File: src/rtl/rx_frame_decoder.sv
`default_nettype none
// ============================================================================
// Module      : rx_frame_decoder
// Description : Receive-side frame decoder. Hunts for the periodic sync word,
//               acquires and holds frame lock with flywheel tolerance, and
//               delivers payload words through a show-ahead valid/ready buffer
//               with start-of-frame tagging and overflow signalling.
// Revision    : 1.0 - initial release
// ============================================================================
module rx_frame_decoder #(
  parameter int                    DATA_WIDTH  = 16,
  parameter logic [DATA_WIDTH-1:0] SYNC_WORD   = 16'hBC3C,
  parameter int                    PAYLOAD_LEN = 8,
  parameter int                    LOCK_CNT    = 4,
  parameter int                    UNLOCK_CNT  = 2,
  parameter int                    FIFO_DEPTH  = 4
) (
  input  logic                  rxusrclk,
  input  logic                  rst_n,
  input  logic [DATA_WIDTH-1:0] rx_data,
  input  logic                  rx_valid,
  input  logic                  dataout_ready,
  output logic [DATA_WIDTH-1:0] dataout,
  output logic                  dataout_valid,
  output logic                  dataout_sof,
  output logic                  locked,
  output logic                  overflow,
  output logic [7:0]            sync_err_cnt
);

  localparam int SLOT_W  = $clog2(PAYLOAD_LEN + 1);
  localparam int GOOD_W  = $clog2(LOCK_CNT + 1);
  localparam int BAD_W   = $clog2(UNLOCK_CNT + 1);
  localparam int ADDR_W  = $clog2(FIFO_DEPTH);
  localparam int PTR_W   = ADDR_W + 1;
  localparam int ENTRY_W = DATA_WIDTH + 1;

  typedef enum logic [1:0] {
    ST_HUNT   = 2'd0,
    ST_VERIFY = 2'd1,
    ST_LOCKED = 2'd2
  } state_t;

  state_t              state_q;
  logic [SLOT_W-1:0]   slot_q;
  logic [GOOD_W-1:0]   good_q;
  logic [BAD_W-1:0]    bad_q;
  logic                locked_q;
  logic [7:0]          err_q;

  logic [ENTRY_W-1:0]  mem_q [FIFO_DEPTH];
  logic [PTR_W-1:0]    wr_q;
  logic [PTR_W-1:0]    rd_q;
  logic [ENTRY_W-1:0]  head_q;
  logic                valid_q;
  logic                overflow_q;

  logic [SLOT_W-1:0]   slot_inc;
  logic [GOOD_W-1:0]   good_inc;
  logic [BAD_W-1:0]    bad_inc;
  logic                sync_hit;
  logic                push;
  logic [ENTRY_W-1:0]  push_entry;
  logic                full;
  logic                pop;
  logic                wr_en;
  logic [PTR_W-1:0]    wr_d;
  logic [PTR_W-1:0]    rd_d;
  logic [ENTRY_W-1:0]  head_d;
  logic                valid_d;

  assign slot_inc   = (slot_q == SLOT_W'(PAYLOAD_LEN)) ? '0 : slot_q + SLOT_W'(1);
  assign good_inc   = good_q + GOOD_W'(1);
  assign bad_inc    = bad_q + BAD_W'(1);
  assign sync_hit   = (rx_data == SYNC_WORD);
  // Every payload slot of a locked frame is delivered, including flywheel frames.
  assign push       = rx_valid && (state_q == ST_LOCKED) && (slot_q != '0);
  assign push_entry = {(slot_q == SLOT_W'(1)), rx_data};

  // Frame-alignment FSM: advances only on word cycles.
  always_ff @(posedge rxusrclk or negedge rst_n) begin
    if (!rst_n) begin
      state_q  <= ST_HUNT;
      slot_q   <= '0;
      good_q   <= '0;
      bad_q    <= '0;
      locked_q <= 1'b0;
      err_q    <= '0;
    end else if (rx_valid) begin
      case (state_q)
        ST_HUNT: begin
          if (sync_hit) begin
            state_q <= ST_VERIFY;
            good_q  <= GOOD_W'(1);
            slot_q  <= SLOT_W'(1);
          end
        end
        ST_VERIFY: begin
          if (slot_q != '0) begin
            slot_q <= slot_inc;
          end else if (sync_hit) begin
            good_q <= good_inc;
            slot_q <= slot_inc;
            if (good_inc == GOOD_W'(LOCK_CNT)) begin
              state_q  <= ST_LOCKED;
              bad_q    <= '0;
              locked_q <= 1'b1;
            end
          end else begin
            // The failing word is consumed here, not re-tested as a fresh sync.
            state_q <= ST_HUNT;
            good_q  <= '0;
            slot_q  <= '0;
          end
        end
        ST_LOCKED: begin
          if (slot_q != '0) begin
            slot_q <= slot_inc;
          end else if (sync_hit) begin
            bad_q  <= '0;
            slot_q <= slot_inc;
          end else begin
            if (err_q != 8'hFF) begin
              err_q <= err_q + 8'd1;
            end
            if (bad_inc == BAD_W'(UNLOCK_CNT)) begin
              state_q  <= ST_HUNT;
              bad_q    <= '0;
              good_q   <= '0;
              slot_q   <= '0;
              locked_q <= 1'b0;
            end else begin
              bad_q  <= bad_inc;
              slot_q <= slot_inc;
            end
          end
        end
        default: begin
          state_q <= ST_HUNT;
          slot_q  <= '0;
        end
      endcase
    end
  end

  // Buffer pointer update and next head-of-buffer selection.
  always_comb begin
    full   = (wr_q[ADDR_W] != rd_q[ADDR_W]) &&
             (wr_q[ADDR_W-1:0] == rd_q[ADDR_W-1:0]);
    pop    = valid_q && dataout_ready;
    wr_en  = push && (!full || pop);
    wr_d   = wr_en ? wr_q + PTR_W'(1) : wr_q;
    rd_d   = pop ? rd_q + PTR_W'(1) : rd_q;
    // If the new head slot is the one being written now, bypass the storage.
    head_d = (wr_en && (rd_d == wr_q)) ? push_entry : mem_q[rd_d[ADDR_W-1:0]];
    valid_d = (wr_d != rd_d);
  end

  // Buffer storage write; contents need no reset since valid gates them.
  always_ff @(posedge rxusrclk) begin
    if (wr_en) begin
      mem_q[wr_q[ADDR_W-1:0]] <= push_entry;
    end
  end

  // Buffer pointers and registered show-ahead outputs.
  always_ff @(posedge rxusrclk or negedge rst_n) begin
    if (!rst_n) begin
      wr_q       <= '0;
      rd_q       <= '0;
      head_q     <= '0;
      valid_q    <= 1'b0;
      overflow_q <= 1'b0;
    end else begin
      wr_q       <= wr_d;
      rd_q       <= rd_d;
      head_q     <= head_d;
      valid_q    <= valid_d;
      overflow_q <= push && full && !pop;
    end
  end

  assign dataout       = head_q[DATA_WIDTH-1:0];
  assign dataout_sof   = head_q[DATA_WIDTH] && valid_q;
  assign dataout_valid = valid_q;
  assign locked        = locked_q;
  assign overflow      = overflow_q;
  assign sync_err_cnt  = err_q;

endmodule
`default_nettype wire

File: config.mk
export PLATFORM = sky130hd
export DESIGN_NAME = rx_frame_decoder
export DESIGN_NICKNAME = d
export VERILOG_FILES = /design/src/rtl/rx_frame_decoder.sv
export SDC_FILE = /design/constraint.sdc
export NUM_CORES = 1
export LEC_CHECK = 0
export BUFFER_PORTS_ARGS = -buffer_cell sky130_fd_sc_hd__buf_2
export CORE_MARGIN = 8
export CORE_UTILIZATION = 37
export DETAILED_ROUTE_END_ITERATION = 16
export MAX_ROUTING_LAYER = met4
export PLACE_DENSITY_LB_ADDON = 0.12
export SYNTH_ARGS = -nofsm -noshare
export SYNTH_HDL_FRONTEND = slang
export SYNTH_SLANG_ARGS = --single-unit
File: constraint.sdc
create_clock -name rxusrclk -period 2.9 [get_ports rxusrclk]
set_clock_uncertainty 0.15 [all_clocks]
set_input_delay 0.145 -clock rxusrclk [delete_from_list [all_inputs] [get_ports rxusrclk]]
set_output_delay 0.145 -clock rxusrclk [all_outputs]
set_load 0.005 [all_outputs]
* After elaboration in Yosys (flattened, before gate mapping)
Memory sizes are Yosys's and may differ from the RTL's.
Index checks and enable logic that the tools add are counted.
** Cells by class
- Add/sub/neg operators :: 6
- Equal/unequal tests :: 20
- Muxes and demuxes :: 42
- Bitwise operators :: 2
- Reduce and logical (&&, ||, !) cells :: 22
** Operators by type and width (number)
- two-way mux 4 bit :: 7
- two-way mux 2 bit :: 13
- two-way mux 3 bit :: 8
- two-way mux 17 bit :: 1
- equality test 16 bit (second input constant) :: 1
- AND reduction 7 bit :: 2
- inequality test 2 bit (second input constant) :: 6
- one-hot mux 4 bit (3 select lines) :: 1
- adder 3 x 1 -> 3 bit (second input constant) :: 3
- logical AND 1 bit :: 9
- one-hot mux 3 bit (3 select lines) :: 1
- adder 8 x 1 -> 8 bit (second input constant) :: 1
- two-way mux 1 bit :: 8
- inequality test 8 bit (second input constant) :: 1
- AND reduction 8 bit :: 1
- one-hot mux 2 bit (3 select lines) :: 1
- AND reduction 6 bit :: 1
- AND reduction 5 bit :: 1
- adder 4 x 1 -> 4 bit (second input constant) :: 1
- equality test 2 bit (second input constant) :: 2
- equality test 4 x 1 -> 1 bit (second input constant) :: 1
- equality test 4 bit (second input constant) :: 1
- one-hot mux 2 bit (2 select lines) :: 1
- nonzero test 4 bit :: 1
- other kinds (17) :: 19
** Storage, ports and cells
- Register bits :: 45
- Bits in writable memories :: 68
- Input bits :: 20
- Output and inout bits :: 28
- Word-level logic and storage cells :: 104
- Memories :: 1
** Memories
- mem_q :: words 4, width 17, read ports 1, clocked after Yosys merged registers in 0, wr ports 1, line 51 : logic [ENTRY_W-1:0] mem_q [FIFO_DEPTH];

* Longest topological paths before layout
Gate-level depths: netlist of the first run.
- Depth in word-level cells :: 7
- Gate-level depth with buffers :: 8
- Depth with buffers taken out :: 7

* Least setup slack after synthesis of the first run
No wires, ideal clock.
- Path kind :: register -> register
- Start point :: reg slot_q[0]
- End point :: reg valid_q, in the netlist dataout_valid
- Arrival :: 2.710 ns
- Data required time :: 2.632 ns
- Setup slack :: -0.078 ns
- Cell stages (with the launch flop) :: 7
- Path buffers :: 0
- Cell sequence :: dfrtp_1 > inv_1 > ha_1 > nor3b_1 > nor4b_2 > xnor3_1 > a21o_1
** Between the ends
- Longest elaborated chain between the ends :: 5
** Ends and longest elaborated chain
- start, declared :: line 45 : logic [SLOT_W-1:0] slot_q;
- start signal, assigned :: line 100 : slot_q <= slot_inc;
- start signal, assigned :: line 103 : slot_q <= slot_inc;
- start signal, assigned :: line 118 : slot_q <= slot_inc;
- nonzero test 4 bit :: line 77 : assign push = rx_valid && (state_q == ST_LOCKED) && (slot_q != '0);
- logical AND 1 bit :: line 77
- logical AND 1 bit :: line 151 : wr_en = push && (!full || pop);
- two-way mux 3 bit :: line 152 : wr_d = wr_en ? wr_q + PTR_W'(1) : wr_q;
- inequality test 3 bit :: line 156 : valid_d = (wr_d != rd_d);
- named net valid_d :: line 70 : logic valid_d;
- end signal, assigned :: line 178 : valid_q <= valid_d;
- end, declared :: line 55 : logic valid_q;
The timed path passes the listed nets, and every way through them passes these cells.
A chain may end at the register's enable or synchronous reset.

* Worst setup path in the final report of the first run
- Start point :: in rx_data[7]
- End point :: reg slot_q[2]
** Between the ends
- Longest elaborated chain between the ends :: 4
** Ends and longest elaborated chain
- start, declared :: line 20 : input logic [DATA_WIDTH-1:0] rx_data,
- equality test 16 bit * :: line 75 : assign sync_hit = (rx_data == SYNC_WORD);
- two-way mux 4 bit (on tied branches) :: line 119, 101
- two-way mux 4 bit (on tied branches) :: line 117, 99
- one-hot mux 4 bit (3 select lines) :: line 90 : case (state_q)
- end signal, assigned :: line 100
- end signal, assigned :: line 118
- end signal, assigned :: line 121 : slot_q <= slot_inc;
Every way passes the cells marked *; elsewhere a longest branch is shown, timed or not.

==> flow_metrics.py, run 1 <==
metrics = {
    "critical_path": {
        "end_kind": "flip-flop",
        "cp_data_arrival_time_ns": 2.87,
        "setup.worst_path.class": "in2reg",
        "crit_path_max_fanout": 9,
        "required_ns": 3.10,
        "max_stage_delay_ns": 0.72,
        "path_cells": "dlygate4sd3_1 > buf_2 > or4b_2 > nor4_4 > buf_4 > o21ai_0 > a2111oi_0 > a221o_1",
        "crit_slowest_cell": "or4b_2",
        "ff2ff_setup_slack_ns": 0.33,
        "r2r_start": "slot_q[0]$_DFFE_PN0P_",
        "cp-start-kind": "input pin",
        "r2r-end": "sync_err_cnt[5]$_DFFE_PN0P_",
        "worst_r2r_path_depth": 6,
        "path_delay_family": "simple AND/OR/NAND/NOR gates",
        "crit_buf_inv": 3,
    },
    "floorplanning": {
        "fp.dieW_um": 134,
        "die_y_um": 134,
        "boundaryPins": 48,
        "die_area_mm2": 0.0180,
        "rows": 43,
        "core_region_area_mm2": 0.0138,
        "initial_core_util_pct": 37.5,
    },
    "grt": {
        "grt_start_max_net_pins": 26,
        "grt_pass1_wl_um": 17200,
        "grt_pass1_vias": 3221,
        "grt-ovfl-total": 0,
        "track_usage_pct": 12.9,
        "antenna_found_initial": 0,
    },
    "clock_network": {
        "htree_levels": 4,
        "cts_hold_buffers": 19,
        "cts_resized": 0,
        "cts_buffers": 17,
        "clk_path_buf_depth": 2,
        "clk_root_buffer_cell": "clkbuf_16",
        "cts_tree": "built",
        "cts_sinks": 113,
        "clk_transition_reported_paths_ns": 0.05,
        "clk_latency_ns": 0.41,
        "cts_setup_buffers": 0,
    },
    "place": {
        "io_buffers": 47,
        "place.detailed.hpwl_um": 6520,
        "place_inst": 576,
        "gp_routability_congestion": 0.757,
    },
    "route": {
        "via_per_inst": 4.80,
        "drt_pass1_iterations": 4,
        "ant_nets": 0,
        "wl_per_cell_um": 16.5,
        "drt_wl_total_um": 10300,
        "vias": 3010,
        "drcViolationCount": 0,
        "dr.first_iter.drc_count": 161,
    },
    "sta": {
        "finalSetupViolations": 0,
        "timing.final.crit_period_ns": 2.67,
        "hold_viol_final": 0,
        "maxSlewViolCount": 0,
        "tightest_slew_ns": 0.621,
        "period_share_pct": 92.2,
        "whs_ns": 0.140,
        "slew_headroom_pct": 58.6,
        "rsz0062_at_grt": "false",
        "setup_tns_ns": 0,
        "max_freq_mhz": 374,
    },
    "final_layout": {
        "syn2layout_area_growth_pct": 24.6,
        "fill_cells": 1294,
        "multiInputGateArea_mm2": 0.00180,
        "stdcell_count": 627,
        "seq_area_mm2": 0.00317,
        "fin_nets": 469,
        "num_antenna_cells": 0,
        "layout-drive-gt1-share_pct": 25.1,
    },
    "hold_path": {
        "hold_class": "in2async",
    },
    "pwr": {
        "p_sw_share_pct": 29.5,
        "p_int_uw": 4320,
        "p_comb_share_pct": 30.6,
        "p_leak_uw": 0.00267,
        "switching_power_uw": 1810,
        "vdd_drop_max_mv": 0.415,
        "pwr-share-clk_pct": 34.8,
        "power.density_mw_per_mm2": 952,
        "power_uw": 6130,
        "pwr-share-seq_pct": 34.7,
    },
    "yosys": {
        "synth_flop_cell": "edfxtp_1",
        "avgSynthCellArea_um2": 14.5,
        "yosysSeqAreaShare_pct": 61.3,
        "synth_warnings": 0,
        "synth_edf_count": 68,
        "synth_nets": 391,
        "netlist_instances": 356,
        "synth-async-reset-ratio_pct": 39.8,
        "ys_seq_elements": 113,
        "synth_cell_types": 55,
        "syn_area_mm2": 0.00517,
    },
    "flow_run": {
        "timing.max_cap.violations": 0,
    },
    "status": {
        "status": "complete, no violations",
    },
}
power by group through the flow:
stage,Combinational (µW),Sequential (µW),Clock [µW]
2_1_floorplan,1500,2110,0
3_3_place_gp,1870,2160,0
3_5_place_dp,1880,2160,0
4_1_cts,1920,2130,2180
5_1_grt,2100,2160,2260
6_report,1870,2130,2130
sequential cells by signal, summed over array words and instances (netlist names):
register	flops
mem_q	68
head_q	17
sync_err_cnt	8
slot_q	4
good_q	3
rd_q	3
wr_q	3
bad_q	2
state_q	2
dataout_valid	1
locked	1
overflow	1
stage by stage:
step	worst slack [ns]	area, µm²	util, %
detailed placement	0.318	5650	41.0
CTS	0.229	6440	46.8
finish	0.228	6440	46.8
global placement	0.357	5650	41.0
floorplan	0.379	5180	-
global route	0.0524	6440	46.8
how the worst max path moves through the flow:
stage / startpoint / endpoint / cells after the start
2_1_floorplan: slot_q[0]$_DFFE_PN0P_ / dataout_valid$_DFF_PN0_ / 6
3_3_place_gp: slot_q[0]$_DFFE_PN0P_ / sync_err_cnt[5]$_DFFE_PN0P_ / 6
3_5_place_dp: slot_q[0]$_DFFE_PN0P_ / sync_err_cnt[5]$_DFFE_PN0P_ / 6
4_1_cts: rx_data[7] / slot_q[2]$_DFFE_PN0P_ / 8
5_1_grt: rx_data[7] / slot_q[2]$_DFFE_PN0P_ / 8
6_report: rx_data[7] / slot_q[2]$_DFFE_PN0P_ / 8
synth_stat cells (2+ instances only):
cell type	count	area, µm²
nor2b_1	4	25.0
or4_1	2	15.0
dfrtp_1	45	1130
nor2_1	4	15.0
o211ai_1	3	22.5
and2_1	4	25.0
or2_2	2	12.5
clkbuf_1	5	18.8
a22o_1	2	17.5
mux2_2	9	101
nand3_1	7	35.0
nand4b_1	2	17.5
or3_1	3	18.8
ha_1	15	188
nor3_1	2	10.0
nor3b_1	3	22.5
o21ai_0	6	30.0
o21a_1	2	15.0
nand4_1	6	37.5
buf_4	16	120
xor2_1	5	43.8
and4_1	2	17.5
edfxtp_1	68	2040
mux2_1	10	113
mux2i_1	55	551
a21oi_1	3	15.0
nor3_2	2	20.0
nand2b_1	2	12.5
buf_2	4	20.0
nand2_1	12	45.0
inv_1	16	60.1
xnor2_1	12	105
placed cells by master (no fill, tap or decap), types with 12 or more instances in the layout:
| master | count |
|---|---|
| inv_1 | 16 |
| edfxtp_1 | 68 |
| dlygate4sd3_1 | 19 |
| xnor2_1 | 12 |
| mux2i_1 | 54 |
| buf_2 | 47 |
| nand2_1 | 12 |
| dfrtp_1 | 45 |
| clkbuf_16 | 17 |
| ha_1 | 15 |
| buf_4 | 18 |
cell families after synthesis:
logic type / after synthesis / share of synthesized area (%)
muxes: 74 / 14.8
and+or+nand+nor: 65 / 8.35
DFF: 113 / 61.3
adders and majority gates: 15 / 3.63
buffers and inverters: 42 / 4.45
AOI/OAI and AO/OA: 28 / 3.85
xor gates and xnor gates: 19 / 3.63
area by class of cell:
cell class / count / area share (%)
tap: 180 / 3.50
inverter: 16 / 0.933
multi-input combinational: 201 / 28.0
clock inverter: 11 / 2.53
sequential: 113 / 49.2
clock buffer: 21 / 6.84
timing repair buffer: 85 / 9.01
per-layer routing:
metal	GRT usage [%]	wire length [µm]	share of wire (%)	up-vias
li1	-	-	-	1466
met1	15.6	4880	47	1478
met2	19.5	4910	48	52
met3	4.26	404	3.9	14
met4	5.24	134	1.3	0
met5	-	0	0	-
Power figures use the tool's default switching activity.
==> inputs of run 2 (changes only) <==
--- a/config.mk
+++ b/config.mk
@@ -9,6 +9,7 @@
 export CORE_MARGIN = 8
 export CORE_UTILIZATION = 37
 export DETAILED_ROUTE_END_ITERATION = 16
+export GPL_TIMING_DRIVEN = 0
 export MAX_ROUTING_LAYER = met4
 export PLACE_DENSITY_LB_ADDON = 0.12
 export SYNTH_ARGS = -nofsm -noshare
==> run 2 against run 1 <==
Effect of this change:
- design area rose by 0.89%
- sequential power barely moved
- worst hold slack improved by 0.20 ns
- fmax fell by 1.8%
- clock-buffer cell count unchanged
- largest cell class unchanged
==> flow_metrics.py, run 2 (synthesized netlist as in run 1, its figures left out) <==
metrics = {
    "critical_path": {
        "ff2ff_setup_slack_ns": 0.18,
        "r2r-end": "sync_err_cnt[5]$_DFFE_PN0P_",
        "cp_data_arrival_time_ns": 2.86,
        "setup.worst_path.class": "reg2reg",
        "worst_r2r_path_depth": 7,
        "path_cells": "inv_1 > ha_1 > or3b_1 > clkbuf_1 > or4_1 > or3_1 > xnor2_1",
        "crit_slowest_cell": "or4_1",
        "r2r_start": "slot_q[0]$_DFFE_PN0P_",
        "max_stage_delay_ns": 0.64,
        "crit_path_max_fanout": 7,
        "end_kind": "flip-flop",
        "cp-start-kind": "flip-flop",
        "required_ns": 3.04,
    },
    "sta": {
        "period_share_pct": 93.9,
        "final.setup.worst_slack_ns": 0.178,
        "slew_headroom_pct": 22.6,
        "timing.final.crit_period_ns": 2.72,
        "maxSlewViolCount": 0,
        "tightest_slew_ns": 1.16,
        "rsz0062_at_grt": "false",
        "hold_viol_final": 0,
        "max_freq_mhz": 367,
        "finalSetupViolations": 0,
    },
    "final_layout": {
        "num_antenna_cells": 0,
        "final_util_pct": 47.2,
        "layout_commonest_cell": "edfxtp_1",
        "stdcell_count": 638,
        "syn2layout_area_growth_pct": 25.7,
        "fin_nets": 480,
        "layout-drive-gt1-share_pct": 27.5,
        "largest_reg_flops": 68,
        "layout_common_cells": "68 x edfxtp_1, 55 x mux2i_1, 51 x buf_2",
    },
    "pwr": {
        "p_int_uw": 4420,
        "switching_power_uw": 1840,
        "power_uw": 6260,
        "pwr-share-seq_pct": 33.8,
        "pwr-share-clk_pct": 34.3,
        "vdd_drop_max_mv": 0.324,
        "p_comb_share_pct": 31.9,
        "p_sw_share_pct": 29.3,
        "power.density_mw_per_mm2": 964,
        "p_leak_uw": 0.00271,
    },
    "place": {
        "dp_slack_ns": -0.183,
        "io_buffers": 47,
        "place_inst": 585,
        "gp_routability_congestion": 0.720,
        "place.detailed.hpwl_um": 6590,
    },
    "clock_network": {
        "clk_path_buf_depth": 2,
        "clk_root_buffer_cell": "clkbuf_16",
        "cts_buffers": 17,
        "clk_transition_reported_paths_ns": 0.05,
        "htree_levels": 4,
        "cts_sinks": 113,
        "cts_tree": "built",
        "clk_latency_ns": 0.41,
    },
    "grt": {
        "antenna_found_initial": 0,
        "grt_start_max_net_pins": 46,
        "grt_pass1_wl_um": 17100,
        "grt-ovfl-total": 0,
        "track_usage_pct": 12.8,
        "grt_pass1_vias": 3213,
    },
    "floorplanning": {
        "core_region_area_mm2": 0.0138,
        "die_area_mm2": 0.0180,
        "fp.dieW_um": 134,
        "initial_core_util_pct": 37.5,
        "boundaryPins": 48,
        "rows": 43,
        "die_y_um": 134,
    },
    "route": {
        "drcViolationCount": 0,
        "vias": 3025,
        "drt_wl_total_um": 10400,
        "ant_nets": 0,
        "drt_pass1_iterations": 6,
        "via_per_inst": 4.74,
        "wl_per_cell_um": 16.4,
        "dr.first_iter.drc_count": 172,
    },
    "hold_path": {
        "holdPathStages": 1,
        "hold_class": "reg2reg",
        "min_to": "sync_err_cnt[7]$_DFFE_PN0P_",
        "min_from": "sync_err_cnt[7]$_DFFE_PN0P_",
    },
    "flow_run": {
        "timing.max_cap.violations": 0,
    },
    "status": {
        "status": "complete, no violations",
    },
}
run 2: cell count changes in the layout (fill, tap and decap cells not counted), moves of 3 or more:
cell,change
buf_6,+3
clkbuf_2,+3
and2_1,-3
and2_2,+3
buf_2,+4
run 2: power by group through the flow:
stage	clock network (µW)	logic, µW	registers (µW)
floorplan	0	1500	2110
global placement	0	1980	2150
detailed placement	0	2010	2150
CTS	2190	2040	2120
global route	2270	2210	2150
finish	2150	2000	2120
run 2: area by class of cell:
type	count	area, µm²
well taps	180	225
inverters	16	60.1
multi-input cells	201	1790
repair buffers	70	463
clock inverters	11	163
flip-flops and latches	113	3170
fillers	1268	7280
clock buffers	21	450
plain buffers	26	174
run 2: critical path, delay by kind of cell, from the launching register on:
family / cells / cell delay (ns)
simple gates: 3 / 1.39
flops: 1 / 0.41
buf+inv: 2 / 0.30
fa+ha+maj: 1 / 0.22
xor+xnor: 1 / 0.13
run 2: routing by layer:
metal / vias to the layer above / track usage (%) / routed length [µm]
met1: 1478 / 15.2 / 4930
li1: 1488 / - / -
met3: 12 / 4.41 / 392
met4: 0 / 4.68 / 148
met2: 47 / 19.7 / 4970
met5: - / - / 0
run 2: what timing repair did:
| item | CTS | global route |
|---|---|---|
| resized for setup | 3 | 11 |
| setup buffers | 2 | 0 |
| hold buffers | 19 | 0 |
| setup endpoints to repair | 61 | 30 |
| pin swaps | 0 | 1 |
| cloned | 0 | 0 |
| endpoints found under the hold margin | 128 | 0 |
run 2: how the worst max path moves through the flow:
stage                                 start                           to  slack (ns)  cells past startpoint
global placement      slot_q[0]$_DFFE_PN0P_      dataout_valid$_DFF_PN0_       -0.31                      6
CTS                 dataout_valid$_DFF_PN0_          head_q[9]$_DFF_PN0_      0.0007                      6
global route                     rx_data[7]       state_q[0]$_DFFE_PN0P_        0.02                      8
finish                slot_q[0]$_DFFE_PN0P_  sync_err_cnt[5]$_DFFE_PN0P_        0.18                      7
floorplan             slot_q[0]$_DFFE_PN0P_      dataout_valid$_DFF_PN0_        0.38                      6
detailed placement    slot_q[0]$_DFFE_PN0P_         head_q[13]$_DFF_PN0_       -0.18                      7
run 2: through the flow:
step / setup TNS [ns] / hold WS [ns] / area (µm²)
CTS: 0 / 0.347 / 6490
global route: 0 / 0.363 / 6500
floorplan: 0 / -0.301 / 5180
finish: 0 / 0.340 / 6500
detailed placement: -5.55 / 0.245 / 5660
global placement: -3.78 / 0.242 / 5640
==> inputs of run 3 (changes only) <==
--- a/config.mk
+++ b/config.mk
@@ -7,11 +7,13 @@
 export LEC_CHECK = 0
 export BUFFER_PORTS_ARGS = -buffer_cell sky130_fd_sc_hd__buf_2
 export CORE_MARGIN = 8
-export CORE_UTILIZATION = 37
+export CORE_UTILIZATION = 53
 export DETAILED_ROUTE_END_ITERATION = 16
 export GPL_TIMING_DRIVEN = 0
 export MAX_ROUTING_LAYER = met4
 export PLACE_DENSITY_LB_ADDON = 0.12
+export RECOVER_POWER = 100
+export SETUP_SLACK_MARGIN = 0.5
 export SYNTH_ARGS = -nofsm -noshare
 export SYNTH_HDL_FRONTEND = slang
 export SYNTH_SLANG_ARGS = --single-unit
==> run 3 against run 2 <==
Effect of this change:
- combinational power increased by 7%
- sequential share of layout area is 0.47 points lower
- power up 0.25%
- design area is 1.1% higher
- sequential power is essentially flat
- first-iteration DRC count down 4.7%
- non-clock buffer count increased by 17
- clock power down 7%
- fmax up 9.2%
- cell count decreased by 4.7%
- die area decreased by 27%
- clock-buffer cell count is 1 lower
==> flow_metrics.py, run 3 (synthesized netlist as in run 1, its figures left out) <==
metrics = {
    "pwr": {
        "power.density_mw_per_mm2": 956,
        "vdd_drop_max_mv": 0.545,
        "power_uw": 6280,
        "p_leak_uw": 0.00271,
    },
    "sta": {
        "rsz0062_at_grt": "true",
        "tightest_slew_ns": 1.25,
        "whs_ns": 0.283,
        "max_freq_mhz": 401,
        "hold_viol_final": 0,
        "maxSlewViolCount": 0,
        "final.setup.worst_slack_ns": 0.407,
        "finalSetupViolations": 0,
        "slew_headroom_pct": 16.9,
        "timing.final.crit_period_ns": 2.49,
        "period_share_pct": 86.0,
    },
    "clock_network": {
        "clk_root_buffer_cell": "clkbuf_8",
        "cts_sinks": 113,
        "clk_transition_reported_paths_ns": 0.05,
        "htree_levels": 4,
        "clk_latency_ns": 0.51,
        "cts_buffers": 17,
        "cts_tree": "built",
        "clk_path_buf_depth": 2,
    },
    "route": {
        "drcViolationCount": 0,
        "drt_pass1_iterations": 4,
        "vias": 3176,
        "drt_wl_total_um": 10500,
        "dr.first_iter.drc_count": 164,
        "ant_nets": 0,
        "via_per_inst": 5.22,
        "wl_per_cell_um": 17.2,
    },
    "critical_path": {
        "cp_data_arrival_time_ns": 2.74,
        "path_delay_family": "buffers and inverters",
        "max_stage_delay_ns": 0.62,
        "path_cells": "nand2_2 > xor2_4 > buf_4 > clkbuf_1 > mux2i_1 > mux2i_1 > mux2_1",
        "crit_path_max_fanout": 10,
        "cp_num_cells": 7,
        "crit_slowest_cell": "clkbuf_1",
        "required_ns": 3.14,
        "crit_buf_inv": 2,
        "setup.worst_path.class": "reg2reg",
        "cp-start-kind": "flip-flop",
        "worst_r2r_path_depth": 7,
        "end_kind": "flip-flop",
        "crit_top_cell": "mux2i_1",
    },
    "final_layout": {
        "fill_cells": 748,
        "num_antenna_cells": 0,
        "stdcell_count": 608,
        "layout_commonest_cell": "edfxtp_1",
        "multiInputGateArea_mm2": 0.00186,
        "layout-drive-gt1-share_pct": 24.4,
        "largest_reg_flops": 68,
        "final_util_pct": 68.1,
        "syn2layout_area_growth_pct": 27.0,
        "layout_common_cells": "68 x edfxtp_1, 55 x mux2i_1, 43 x dfrtp_1",
        "seq_area_mm2": 0.00317,
        "fin_nets": 497,
    },
    "status": {
        "status": "complete, no violations",
    },
    "grt": {
        "grt_pass1_vias": 3351,
        "track_usage_pct": 17.7,
        "grt_start_max_net_pins": 46,
        "grt-ovfl-total": 0,
        "grt_pass1_wl_um": 17100,
        "antenna_found_initial": 0,
    },
    "hold_path": {
        "hold_class": "in2async",
    },
    "floorplanning": {
        "boundaryPins": 48,
        "rows": 36,
        "die_area_mm2": 0.0132,
        "initial_core_util_pct": 53.6,
        "die_y_um": 115,
        "core_region_area_mm2": 0.00964,
        "fp.dieW_um": 115,
    },
    "place": {
        "dp_slack_ns": -0.00649,
        "io_buffers": 47,
        "place_inst": 537,
        "place.detailed.hpwl_um": 6180,
        "gp_routability_congestion": 0.788,
    },
    "flow_run": {
        "timing.max_cap.violations": 0,
    },
}
run 3: worst paths after layout:
kind	slack (ns)	from	end
max	0.41	dataout_valid$_DFF_PN0_	head_q[12]$_DFF_PN0_
min	0.28	rst_n	head_q[2]$_DFF_PN0_
max reg2reg	0.41	dataout_valid$_DFF_PN0_	head_q[12]$_DFF_PN0_
min reg2reg	0.35	locked$_DFFE_PN0P_	locked$_DFFE_PN0P_
max in group asynchronous	1.49	rst_n	wr_q[0]$_DFF_PN0_
min in group rxusrclk	0.31	rx_data[6]	state_q[1]$_DFFE_PN0P_
run 3: per-layer routing:
layer	part of all wire (%)	GRT usage [%]	routed length, µm	up-vias
met5	0	-	0	-
met4	1.6	6.83	171	0
met3	3.4	4.88	354	13
met2	50	28.1	5280	61
met1	45	21.1	4670	1584
li1	-	-	-	1518
run 3: layout make-up:
cell class                      count  area share, %
Clock buffer                       20           6.63
Tap cell                          133           2.53
Timing Repair Buffer               87           8.42
Inverter                           16          0.915
Multi-Input combinational cell    201           28.4
Buffer                             26           2.71
Clock inverter                     12           2.13
Sequential cell                   113           48.3
run 3: through the flow:
stage	setup TNS, ns	area (µm²)
global route	0	6570
global placement	-0.0814	5610
floorplan	0	5200
detailed placement	-0.0189	5620
CTS	0	6570
finish	0	6570
run 3: worst reg2reg max path: cells and delay by family, from the launching register on:
| kind | cells | cell delay, ns |
|---|---|---|
| DFF | 1 | 0.41 |
| buffers and inverters | 2 | 0.82 |
| xor gates and xnor gates | 1 | 0.17 |
| muxes | 3 | 0.68 |
| and+or+nand+nor | 1 | 0.16 |
run 3: timing repair:
item / in CTS / in global routing
setup buffers: 16 / 3
hold endpoints to repair: 131 / 0
pin swaps: 6 / 7
endpoints found under the setup margin: 95 / 79
gates resized for setup: 17 / 36
cloned: 1 / 0
hold buffers: 19 / 0
run 3: report_power, final:
group	internal, µW	switching [µW]
sequential	1960	175
combinational	1130	1020
clock	1320	686
